==> src/rtl/sy_fifo_if.sv <==
// sy_fifo_if: write/read handshake and status bundle for sy_fifo.
interface sy_fifo_if #(parameter int WIDTH = 8);
  logic wr_en, rd_en, full, empty, wr_err, rd_err;
  logic [WIDTH-1:0] w_data, r_data;
  modport master (output wr_en, rd_en, w_data, input r_data, full, empty, wr_err, rd_err);
  modport slave (input wr_en, rd_en, w_data, output r_data, full, empty, wr_err, rd_err);
endinterface

==> src/rtl/sy_fifo.sv <==
// sy_fifo: single-clock FIFO with full/empty flags and overflow/underflow pulses.
// Define SYFIFO_COUNT_EN to expose the internal occupancy as fill_count.
module sy_fifo #(
  parameter int WIDTH = 8,
  parameter int DEPTH = 16,
  parameter int ADDR_PTR_WIDTH = 4
) (
  input logic clk,
  input logic rst,
  sy_fifo_if.slave bus
`ifdef SYFIFO_COUNT_EN
  ,
  output logic [ADDR_PTR_WIDTH:0] fill_count
`endif
);
  logic [WIDTH-1:0] mem [DEPTH];
  logic [ADDR_PTR_WIDTH-1:0] wr_ptr, rd_ptr;
  logic [ADDR_PTR_WIDTH:0] count;
  logic wr_ok, rd_ok;
  assign bus.full = count == (ADDR_PTR_WIDTH+1)'(DEPTH);
  assign bus.empty = count == '0;
  // a write into a full FIFO is legal when a read frees a slot on the same edge
  assign wr_ok = bus.wr_en & (~bus.full | bus.rd_en);
  assign rd_ok = bus.rd_en & ~bus.empty;
`ifdef SYFIFO_COUNT_EN
  assign fill_count = count;
`endif
  always_ff @(posedge clk)
    if (wr_ok && !rst) mem[wr_ptr] <= bus.w_data;
  always_ff @(posedge clk)
    if (rst) begin
      wr_ptr <= '0;
      rd_ptr <= '0;
      count <= '0;
      bus.r_data <= '0;
      bus.wr_err <= 1'b0;
      bus.rd_err <= 1'b0;
    end else begin
      wr_ptr <= wr_ptr + ADDR_PTR_WIDTH'(wr_ok);
      rd_ptr <= rd_ptr + ADDR_PTR_WIDTH'(rd_ok);
      count <= count + (ADDR_PTR_WIDTH+1)'(wr_ok) - (ADDR_PTR_WIDTH+1)'(rd_ok);
      if (rd_ok) bus.r_data <= mem[rd_ptr];
      bus.wr_err <= bus.wr_en & bus.full & ~bus.rd_en;
      bus.rd_err <= bus.rd_en & bus.empty;
    end
endmodule

==> src/flat_wrapper.sv <==
// flat-port wrapper written by rule: the top's interface ports become plain ports
module sy_fifo_flat 
#(
  parameter int WIDTH = 8,
  parameter int DEPTH = 16,
  parameter int ADDR_PTR_WIDTH = 4
)
  (clk, rst, bus_wr_en, bus_rd_en, bus_w_data, bus_r_data, bus_full, bus_empty, bus_wr_err, bus_rd_err);
  sy_fifo_if #(.WIDTH(WIDTH)) bus_i ();
  input logic clk;
  input logic rst;
  input wire logic [$bits(bus_i.wr_en)-1:0] bus_wr_en;
  input wire logic [$bits(bus_i.rd_en)-1:0] bus_rd_en;
  input wire logic [$bits(bus_i.w_data)-1:0] bus_w_data;
  output wire logic [$bits(bus_i.r_data)-1:0] bus_r_data;
  output wire logic [$bits(bus_i.full)-1:0] bus_full;
  output wire logic [$bits(bus_i.empty)-1:0] bus_empty;
  output wire logic [$bits(bus_i.wr_err)-1:0] bus_wr_err;
  output wire logic [$bits(bus_i.rd_err)-1:0] bus_rd_err;
  assign bus_i.wr_en = bus_wr_en;
  assign bus_i.rd_en = bus_rd_en;
  assign bus_i.w_data = bus_w_data;
  assign bus_r_data = bus_i.r_data;
  assign bus_full = bus_i.full;
  assign bus_empty = bus_i.empty;
  assign bus_wr_err = bus_i.wr_err;
  assign bus_rd_err = bus_i.rd_err;
  sy_fifo #(.WIDTH(WIDTH), .DEPTH(DEPTH), .ADDR_PTR_WIDTH(ADDR_PTR_WIDTH)) u_core (.clk(clk), .rst(rst), .bus(bus_i));
endmodule
==> config.mk <==
export PLATFORM = sky130hd
export DESIGN_NAME = sy_fifo_flat
export DESIGN_NICKNAME = d
export VERILOG_FILES = /design/src/rtl/sy_fifo_if.sv /design/src/rtl/sy_fifo.sv /design/src/flat_wrapper.sv
export SDC_FILE = /design/constraint.sdc
export NUM_CORES = 1
export LEC_CHECK = 0
export ABC_AREA = 0
export CORE_MARGIN = 1.5
export CORE_UTILIZATION = 54
export DETAILED_ROUTE_END_ITERATION = 12
export HOLD_SLACK_MARGIN = 0.08
export PLACE_DENSITY = 0.71
export RECOVER_POWER = 25
export SETUP_SLACK_MARGIN = 0.5
export SYNTH_ARGS = -nofsm -noshare
export SYNTH_HDL_FRONTEND = slang
export SYNTH_SLANG_ARGS = --single-unit
==> constraint.sdc <==
create_clock -name clk -period 5.64 [get_ports clk]
set_input_delay 1.128 -clock clk [delete_from_list [all_inputs] [get_ports clk]]
set_output_delay 1.128 -clock clk [all_outputs]
set_load 0.005 [all_outputs]
Word-level counts from Yosys, hierarchy flattened
Memories as Yosys holds them, arrays and structs flattened. A register that Yosys moved wholly into a read port is not among the register bits.
Cells that the tools add are included.
{"block": "op_classes", "n_reduce_logical": 3, "magnitude_cmp": 0, "mux": 2, "addsub": 4, "n_eq_ne": 1, "bitwise": 9, "multipliers": 0, "shifts": 0, "n_div": 0}
{"cell": "$add A4 B1 Y4", "n": 2}
{"cell": "$add A5 B1 Y5", "n": 1}
{"cell": "$and A1 B1 Y1", "n": 5}
{"cell": "$eq A5 B5 Y1 const B", "n": 1}
{"cell": "$logic_not A5 Y1", "n": 1}
{"cell": "$sub A5 B1 Y5", "n": 1}
{"cell": "$not A1 Y1", "n": 3}
{"cell": "$mux W1", "n": 2}
{"cell": "$logic_and A1 B1 Y1", "n": 1}
{"cell": "$logic_not A1 Y1", "n": 1}
{"cell": "$or A1 B1 Y1", "n": 1}
{"block": "totals", "out_inout_bits": 12, "n_memories": 1, "register_bits": 15, "latch_bits": 0, "romBits": 0, "mem_bits_rw": 128, "input_bits": 12}
{"name": "u_core.mem", "words": 16, "word_bits": 8, "rd": 1, "rd_ports_with_merged_regs": 1, "write_ports": 1, "line_no": "sy_fifo.sv:16", "source": "logic [WIDTH-1:0] mem [DEPTH];"}

Longest topological paths before layout
Gate-level depths: netlist (run 1).
{"block": "depth", "word_depth": 7, "ltp_mapped": 15, "mapped_depth_nobuf": 14}

Worst setup path after synthesis (run 1)
Ideal clock, no wire load.
{"block": "synth_timing", "kind": "in2reg", "startpoint": "in bus_rd_en", "endpoint": "reg u_core.count[4]", "arrival_time_ns": 2.664, "setup_slack_ns": 2.845, "setup_ns": 0.131, "cell_stages": 12, "n_path_buf": 1, "path_cell_list": "buf_6 -> nand2_8 -> inv_1 -> ha_1 -> inv_1 -> ha_1 -> inv_1 -> fa_1 -> nor2b_1 -> o21bai_1 -> a21oi_1 -> nor3b_1"}
{"block": "synth_between", "word_cells_on_any_way": 5, "cone_classes": "add/sub: 2; bitwise: 3"}
{"item": "start: declaration", "line_no": "flat_wrapper.sv:13", "source": "input wire logic [$bits(bus_i.rd_en)-1:0] bus_rd_en;"}
{"item": "$and A1 B1 Y1", "line_no": "sy_fifo.sv:24", "source": "assign rd_ok = bus.rd_en & ~bus.empty;"}
{"item": "net u_core.rd_ok", "line_no": "sy_fifo.sv:19", "source": "logic wr_ok, rd_ok;"}
{"item": "$sub A5 B1 Y5", "line_no": "sy_fifo.sv:41", "source": "count <= count + (ADDR_PTR_WIDTH+1)'(wr_ok) - (ADDR_PTR_WIDTH+1)'(rd_ok);"}
{"item": "end signal: assignment", "line_no": "sy_fifo.sv:41"}
{"item": "end: declaration", "line_no": "sy_fifo.sv:18", "source": "logic [ADDR_PTR_WIDTH:0] count;"}
The timed path passes the listed nets, and every way through them passes these cells.
A chain may end at the register's enable or synchronous reset.

Final worst setup path (run 1)
{"block": "layout_timing", "startpoint": "in rst", "endpoint": "mem u_core.mem[0][7] (enable)"}
{"block": "layout_between", "elab_chain_cells": 4}
{"item": "start: declaration", "line_no": "flat_wrapper.sv:11", "source": "input logic rst;"}
{"item": "$logic_not A1 Y1", "line_no": "sy_fifo.sv:29", "source": "if (wr_ok && !rst) mem[wr_ptr] <= bus.w_data;"}
{"item": "$logic_and A1 B1 Y1", "line_no": "sy_fifo.sv:29"}
{"item": "$mux W1", "line_no": "sy_fifo.sv:29"}
{"item": "$mux W1 (not written as such)", "line_no": "sy_fifo.sv:29"}
{"item": "end: declaration", "line_no": "sy_fifo.sv:16"}
Every way passes these cells.

==> run_results.csv, run 1 <==
group,metric,value,unit
sta,setup_viol,0,
die,die_h,109,um
clock_network,clk_pin_slew,0.06,ns
worst_hold_path,min_path_type,"reg2reg",
worst_hold_path,hold_depth,2,
clock_network,cts_tree,"done",
clock_network,htree_levels,4,
yosys,syn_nets,339,
sta,slew_headroom,14.4,%
layout,fin_nets,368,
yosys,synth_area_per_cell,19.1,um2
die,initial_core_util,55.6,%
worst_setup_path,r2r_end,"u_core.count[4]",
power,seqPwrFrac,45.5,%
power,total_power,2.86,mW
detailed_routing,dr.max_layer_used,"met4",
detailed_routing,ant_nets,0,
power,combPwrFrac,17.7,%
worst_setup_path,ff2ff_path_depth,14,
worst_setup_path,cp.required,5.77,ns
yosys,synth_mux_area_share,14.6,%
clock_network,cts_hold_buf,0,
yosys,seq_area_frac_synth,71.2,%
grt,overflow,0,
sta,rsz0062_at_grt,"false",
worst_setup_path,crit_path_start_kind,"input port",
die,core_area,10900,um2
worst_hold_path,hold_path.startpoint,"u_core.bus.r_data[7]",
layout,final_cell_mix,"edfxtp_1, mux4_2, dfxtp_1",
power,p_per_area,413,nW/um2
clock_network,cts_num_sinks,151,
grt,grt_pass1_vias,3046,
detailed_routing,wl_per_cell,22.5,um
worst_hold_path,worstHoldEndpoint,"u_core.bus.r_data[7]",
die,fp-row-count,38,
detailed_routing,wl_met1,4710,um
yosys,synthArstFlopShare,0,%
power,p_leak,2.20,nW
layout,final_area,6930,um2
yosys,synth_fa_ha_area_share,2.40,%
clock_network,cts_setup_buffers,0,
placed_design,gp_congestion,0.828,
worst_setup_path,crit_path_end_kind,"register",
layout,layout-drive-gt1-share,21.2,%
power,p_switching,0.707,mW
placed_design,pre_cts_slack,1.85,ns
detailed_routing,first_pass_iters,4,
sta,period_needed,3.59,ns
grt,antenna_found_initial,0,
sta,worstMarginPinSlew,1.27,ns
detailed_routing,drt-initial-drc-count,294,
yosys,synth-simple-area-share,5.69,%
sta,hold_viol,0,
worst_setup_path,reg2reg_from,"u_core.count[3]",
yosys,ys.flop_type,"edfxtp_1",
grt,grt_pass1_wl,17500,um
worst_setup_path,rrSetupSlack,2.66,ns
sta,slew_violations,0,
yosys,yosys_warnings,0,
clock_network,cts_resized,0,
die,die_area,11800,um2
sta,setup_tns,0,ns
yosys,synth_top_family_by_area,"multiplexers",
detailed_routing,avgViaCountPerCell,5.87,
detailed_routing,vias,2925,
layout,layout_commonest_cell,"edfxtp_1",
layout,syn_to_final_growth,14.5,%
yosys,syn_inst,316,
worst_setup_path,critPathKind,"in2reg",
power,vdd_drop_max,0.214,mV
power,p_sw_share,24.7,%
detailed_routing,route.detailed.drc,0,
clock_network,cts_buffer_depth,2,
yosys,synth-xor-area-share,0.869,%
grt,grt_max_degree,34,
sta,whs,0.520,ns
sta,fin_ws,2.05,ns
detailed_routing,drt_wl_total,11200,um
grt,grt_usage,21.3,%
die,io_pins,24,
worst_setup_path,crit_start,"rst",
detailed_routing,wl_met3,645,um
run,maxCapViolCount,0,
power,p_clk_share,36.7,%
yosys,synth_compound_area_share,2.75,%
yosys,synth_cell_type_count,36,
clock_network,numCtsBuffers,17,
layout,diodes,0,
detailed_routing,wl_met2,5680,um
clock_network,ctsRootBufferMaster,"clkbuf_8",
placed_design,place_area,6370,um2
die,die_w,109,um
clock_network,clk_latency,0.51,ns
yosys,ys_ff_latch,151,
placed_design,port_buffers,23,
yosys,synth_edf_count,128,
worst_setup_path,cp_max_fo,25,
worst_setup_path,worstPathArrival,3.72,ns
run_status,status,"finished clean",
power,intPower,2.16,mW
sta,fin_crit_sh,63.7,%
yosys,synth_area,6050,um2
placed_design,hpwlAfterDp,6980,um
sta,fmaxAchievable,278,MHz
sta,skew,0.0101,ns
sequential cells by signal, summed over array words and instances (netlist names):
name               count
u_core.bus.r_data      8
u_core.bus.rd_err      1
u_core.bus.wr_err      1
u_core.count           5
u_core.mem           128
u_core.rd_ptr          4
u_core.wr_ptr          4
synth_stat cells, drive strengths merged, types with 5 or more instances:
master | n | area share (%)
mux2i | 16 | 2.6
nand3b | 9 | 1.1
nor2b | 8 | 0.83
nor3 | 5 | 0.41
nor2 | 18 | 1.1
o221ai | 8 | 2.0
dfxtp | 23 | 7.6
edfxtp | 128 | 64
clkbuf | 5 | 0.33
buf | 12 | 1.5
mux4 | 32 | 12
inv | 12 | 0.74
ha | 10 | 2.1
critical path, cell delays in order:
cell and delay [ns]:
clkdlybuf4s50_1 0.40, clkbuf_1 0.42, nor2b_1 0.32, o21ai_1 0.14, or3_1 0.40, nor3_1 0.90
power groups by stage:
stage	clock network, mW	logic, mW	registers, mW
2_1_floorplan	0	0.391	1.31
3_3_place_gp	0	0.506	1.33
3_5_place_dp	0	0.514	1.33
4_1_cts	1.06	0.520	1.30
5_1_grt	1.11	0.564	1.31
6_report	1.05	0.508	1.30
cells by family (layout without fill, tap and decap cells):
logic type,count (synthesis),in the layout
flip-flops,151,151
AND/OR/NAND/NOR,56,56
multiplexers,48,48
buffers and inverters,29,71
AO/OA/AOI/OAI,15,15
adder cells (fa/ha/maj),11,11
XOR/XNOR,6,6
worst max-delay path by stage:
| stage | to | cells past startpoint |
|---|---|---|
| 5_1_grt | u_core.mem[0][5] | 6 |
| 4_1_cts | bus_empty | 5 |
| 2_1_floorplan | u_core.count[4] | 12 |
| 3_5_place_dp | u_core.mem[0][3] | 6 |
| 6_report | u_core.mem[0][7] | 6 |
| 3_3_place_gp | u_core.mem[0][5] | 6 |
cell type report:
cell class                      instances  area, um2
Sequential cell                       151       4310
Fill cell                             736       3960
Multi-Input combinational cell        136       1590
Clock buffer                           20        425
Timing Repair Buffer                   27        256
Tap cell                              140        175
Clock inverter                         12        130
Inverter                               12       45.0
stage by stage:
stage / util, % / cells
detailed placement: 58.5 / 466
CTS: 63.7 / 498
finish: 63.6 / 498
floorplan: - / 316
global placement: 58.5 / 466
global route: 63.6 / 498
routing by layer:
metal	track usage, %	vias to the layer above
li1	-	1313
met1	29.1	1502
met2	34.1	90
met3	4.96	20
met4	7.24	0
met5	0	-
No activity file was read; power rests on OpenSTA's default activity.
==> run 2, diff against run 1 <==
==> constraint.sdc (replaced) <==
create_clock -name clk -period 3.6 [get_ports clk]
set_input_delay 0.72 -clock clk [delete_from_list [all_inputs] [get_ports clk]]
set_output_delay 0.72 -clock clk [all_outputs]
set_load 0.005 [all_outputs]
==> run_results.csv, run 2 (synthesis results as in run 1) <==
group,metric,value,unit
run_status,status,"finished clean",
die,initial_core_util,55.6,%
worst_setup_path,critPathKind,"reg2out",
die,die_area,11800,um2
clock_network,cts_setup_buffers,0,
sta,period_needed,2.91,ns
layout,reg_top3,"u_core.mem x128, u_core.bus.r_data x8, u_core.count x5",
grt,grt_usage,21.8,%
placed_design,pre_cts_slack,0.482,ns
sta,whs,0.525,ns
sta,skew,0.00388,ns
die,io_pins,24,
clock_network,cts_buffer_depth,2,
sta,slew_headroom,22.3,%
worst_setup_path,crit_path_end_kind,"output pin",
run,maxCapViolCount,0,
grt,grt_max_degree,25,
layout,instances_no_fill,516,
grt,grt_pass1_wl,17700,um
sta,hold_viol,0,
layout,final_cell_mix,"edfxtp_1, mux4_2, dfxtp_1",
power,total_power,4.60,mW
worst_setup_path,crit_path_start_kind,"register",
worst_setup_path,worst_path_most_repeated_cell,"inv_1",
grt,grt_pass1_vias,3144,
clock_network,numCtsBuffers,17,
detailed_routing,drt-initial-drc-count,179,
placed_design,hpwlAfterDp,7030,um
layout,diodes,0,
clock_network,cts_hold_buf,0,
die,core_area,10900,um2
detailed_routing,vias,2989,
die,fp-row-count,38,
placed_design,place_inst,484,
power,p_leak,2.33,nW
worst_setup_path,crit_family,"buffers and inverters",
layout,layout-drive-gt1-share,24.5,%
power,vdd_drop_max,0.405,mV
sta,setup_viol,0,
sta,worstMarginPinSlew,1.16,ns
layout,largest_register_ffs,128,
layout,max_flop_register,"u_core.mem",
worst_setup_path,slowest_stage,"or4b_4",
detailed_routing,ant_nets,0,
sta,fin_ws,0.689,ns
detailed_routing,route.detailed.drc,0,
die,die_w,109,um
die,die_h,109,um
worst_setup_path,cp.required,2.88,ns
detailed_routing,wl_per_cell,21.8,um
power,p_per_area,648,nW/um2
clock_network,clk_pin_slew,0.06,ns
grt,antenna_found_initial,0,
clock_network,cts_resized,0,
placed_design,gp_congestion,0.786,
clock_network,ctsRootBufferMaster,"clkbuf_8",
sta,setup_tns,0,ns
layout,final_util,65.3,%
worst_setup_path,crit_buf_inv,3,
detailed_routing,first_pass_iters,5,
worst_setup_path,worstPathCellList,"inv_1 > ha_1 > or4b_4 > inv_1 > clkdlybuf4s50_1",
layout,final_area,7110,um2
placed_design,place_area,6520,um2
worst_hold_path,min_path_type,"reg2reg",
grt,overflow,0,
sta,fin_crit_sh,80.9,%
layout,layout_commonest_cell,"edfxtp_1",
placed_design,port_buffers,23,
sta,fmaxAchievable,343,MHz
sta,rsz0062_at_grt,"false",
worst_setup_path,cp_max_fo,4,
detailed_routing,drt_wl_total,11300,um
clock_network,cts_num_sinks,151,
worst_setup_path,worstPathArrival,2.19,ns
clock_network,clk_latency,0.53,ns
clock_network,htree_levels,4,
layout,fin_nets,386,
worst_setup_path,slowest_delay,0.53,ns
clock_network,cts_tree,"done",
layout,syn_to_final_growth,17.5,%
sta,slew_violations,0,
detailed_routing,avgViaCountPerCell,5.79,
## run 2: tightest hold or removal path, stage by stage (launching register included)
cell and delay (ns):
dfxtp_1 0.33, nand3b_1 0.10, o221ai_2 0.06
## run 2: final cells by class
class                   count  area [um2]
flip-flops and latches    151        4310
fillers                   729        3780
multi-input cells         136        1590
clock buffers              20         425
repair buffers             45         408
well taps                 140         175
clock inverters            12         158
inverters                  12        45.0
## run 2: report_power, final
| part | switching (mW) | internal, mW |
|---|---|---|
| logic | 0.331 | 0.438 |
| clock network | 0.641 | 1.11 |
| registers | 0.102 | 1.98 |
## run 2: worst paths after layout
check / start / end / slack, ns / cells past startpoint
setup / recovery: u_core.count[3] / bus_empty / 0.69 / 5
hold / removal: u_core.bus.r_data[0] / u_core.bus.r_data[0] / 0.53 / 2
setup reg to reg: u_core.count[3] / u_core.count[4] / 0.79 / 14
hold reg to reg: u_core.bus.r_data[0] / u_core.bus.r_data[0] / 0.53 / 2
## run 2: routing by layer
metal	global-route usage (%)	routed length [um]	vias to the layer above
li1	-	-	1345
met1	29.4	5040	1561
met2	34.0	5580	65
met3	5.08	411	18
met4	9.77	225	0
met5	0	0	-
==> run 3, diff against run 2 <==
==> constraint.sdc (replaced) <==
create_clock -name clk -period 3 [get_ports clk]
set_input_delay 0.6 -clock clk [delete_from_list [all_inputs] [get_ports clk]]
set_output_delay 0.6 -clock clk [all_outputs]
set_load 0.005 [all_outputs]
==> run_results.csv, run 3 (synthesis results as in run 1) <==
group,metric,value,unit
worst_hold_path,hold_path.startpoint,"u_core.bus.r_data[0]",
layout,layout_commonest_cell,"edfxtp_1",
run_status,status,"finished clean",
worst_hold_path,worstHoldEndpoint,"u_core.bus.r_data[0]",
sta,fin_crit_sh,84.1,%
grt,met3_usage,4.36,%
power,total_power,5.84,mW
placed_design,gp_congestion,0.780,
detailed_routing,route.detailed.drc,0,
worst_setup_path,reg2reg_from,"u_core.count[2]",
grt,grt_max_degree,34,
worst_setup_path,r2r_end,"u_core.count[4]",
worst_setup_path,ff2ff_path_depth,14,
die,io_pins,24,
grt,grt_usage,21.2,%
grt,grt_pass1_wl,17400,um
placed_design,hpwlAfterDp,6960,um
detailed_routing,avgViaCountPerCell,5.74,
layout,largest_register_ffs,128,
placed_design,place_area,6580,um2
grt,grt_use_met2,34.3,%
sta,period_needed,2.52,ns
layout,max_flop_register,"u_core.mem",
clock_network,clk_latency,0.52,ns
power,vdd_drop_max,0.464,mV
power,p_leak,2.43,nW
worst_setup_path,crit_path_end_kind,"register",
clock_network,cts_buffer_depth,2,
worst_setup_path,worstPathArrival,2.92,ns
layout,final_area,7320,um2
clock_network,ctsRootBufferMaster,"clkbuf_8",
sta,rsz0062_at_grt,"true",
sta,fmaxAchievable,396,MHz
sta,slew_violations,0,
grt,grt_pass1_vias,3114,
grt,antenna_found_initial,0,
die,core_area,10900,um2
grt,use_met1,28.3,%
clock_network,numCtsBuffers,17,
run,maxCapViolCount,0,
clock_network,cts_num_sinks,151,
sta,setup_viol,0,
layout,fin_nets,397,
layout,reg_top3,"u_core.mem x128, u_core.bus.r_data x8, u_core.count x5",
detailed_routing,drt_wl_total,11200,um
die,die_h,109,um
worst_setup_path,critPathKind,"reg2reg",
clock_network,cts_tree,"done",
layout,final_cell_mix,"edfxtp_1, mux4_2, buf_4",
sta,hold_viol,0,
worst_setup_path,crit_path_start_kind,"register",
worst_setup_path,rrSetupSlack,0.48,ns
worst_hold_path,min_path_type,"reg2reg",
sta,setup_tns,0,ns
detailed_routing,wl_per_cell,21.3,um
placed_design,port_buffers,23,
worst_setup_path,cp_max_fo,3,
layout,syn_to_final_growth,21.0,%
die,die_w,109,um
grt,overflow,0,
detailed_routing,vias,3027,
detailed_routing,ant_nets,0,
power,p_per_area,798,nW/um2
sta,slew_headroom,61.1,%
sta,skew,0.00716,ns
placed_design,pre_cts_slack,0.121,ns
layout,diodes,0,
layout,layout-drive-gt1-share,31.8,%
clock_network,htree_levels,4,
worst_setup_path,cp.required,3.40,ns
die,die_area,11800,um2
detailed_routing,drt-initial-drc-count,277,
die,fp-row-count,38,
sta,whs,0.526,ns
worst_hold_path,hold_depth,2,
grt,grt_busiest_layer,"met2",
sta,fin_ws,0.476,ns
clock_network,clk_pin_slew,0.06,ns
sta,worstMarginPinSlew,0.581,ns
detailed_routing,first_pass_iters,4,
die,initial_core_util,55.6,%
## run 3: cell type report
| cell class | count | area [um2] |
|---|---|---|
| clock buffers | 25 | 571 |
| clock inverters | 7 | 93.8 |
| fillers | 725 | 3570 |
| inverters | 12 | 47.5 |
| multi-input cells | 136 | 1640 |
| flip-flops and latches | 151 | 4310 |
| well taps | 140 | 175 |
| repair buffers | 56 | 485 |
## run 3: how the worst max path moves through the flow
stage                    start              end  slack [ns]
2_1_floorplan  u_core.count[2]  u_core.count[4]        0.50
3_3_place_gp         bus_rd_en  u_core.count[4]        0.26
3_5_place_dp         bus_rd_en  u_core.count[4]        0.12
4_1_cts        u_core.count[2]  u_core.count[4]        0.46
5_1_grt        u_core.count[2]         bus_full        0.43
6_report       u_core.count[2]  u_core.count[4]        0.48
## run 3: power breakdown
group | leakage, nW | switching [mW] | internal [mW] | total, mW
clock | 0.327 | 0.805 | 1.48 | 2.29
combinational | 0.757 | 0.473 | 0.604 | 1.08
sequential | 1.34 | 0.0997 | 2.38 | 2.48
## run 3: layer usage
metal | vias to the layer above | wire [um]
li1 | 1371 | -
met1 | 1566 | 4850
met2 | 79 | 5660
met3 | 11 | 580
met4 | 0 | 119
met5 | - | 0
## run 3: worst max-delay path, cell delays in order (launching register included)
cell	delay, ns
dfxtp_2	0.32
inv_2	0.07
ha_4	0.13
or4b_4	0.51
nand2_8	0.09
inv_4	0.04
ha_4	0.20
inv_2	0.06
ha_4	0.12
inv_2	0.03
fa_2	0.33
nor2b_2	0.13
o21bai_1	0.09
a21oi_1	0.20
nor3b_2	0.07
## run 3: timing repair
item                                    CTS  global route
gates cloned                              0             0
gates resized for setup                   6             2
endpoints found under the setup margin    3             3
hold buffers                              0             0
pin swaps                                 6             2
buffers inserted                          6             2
## run 3: stage by stage
stage	util, %	cells
4_1_cts	67.1	525
5_1_grt	67.2	527
3_5_place_dp	60.5	487
2_1_floorplan	-	316
3_3_place_gp	60.5	487
6_report	67.2	527
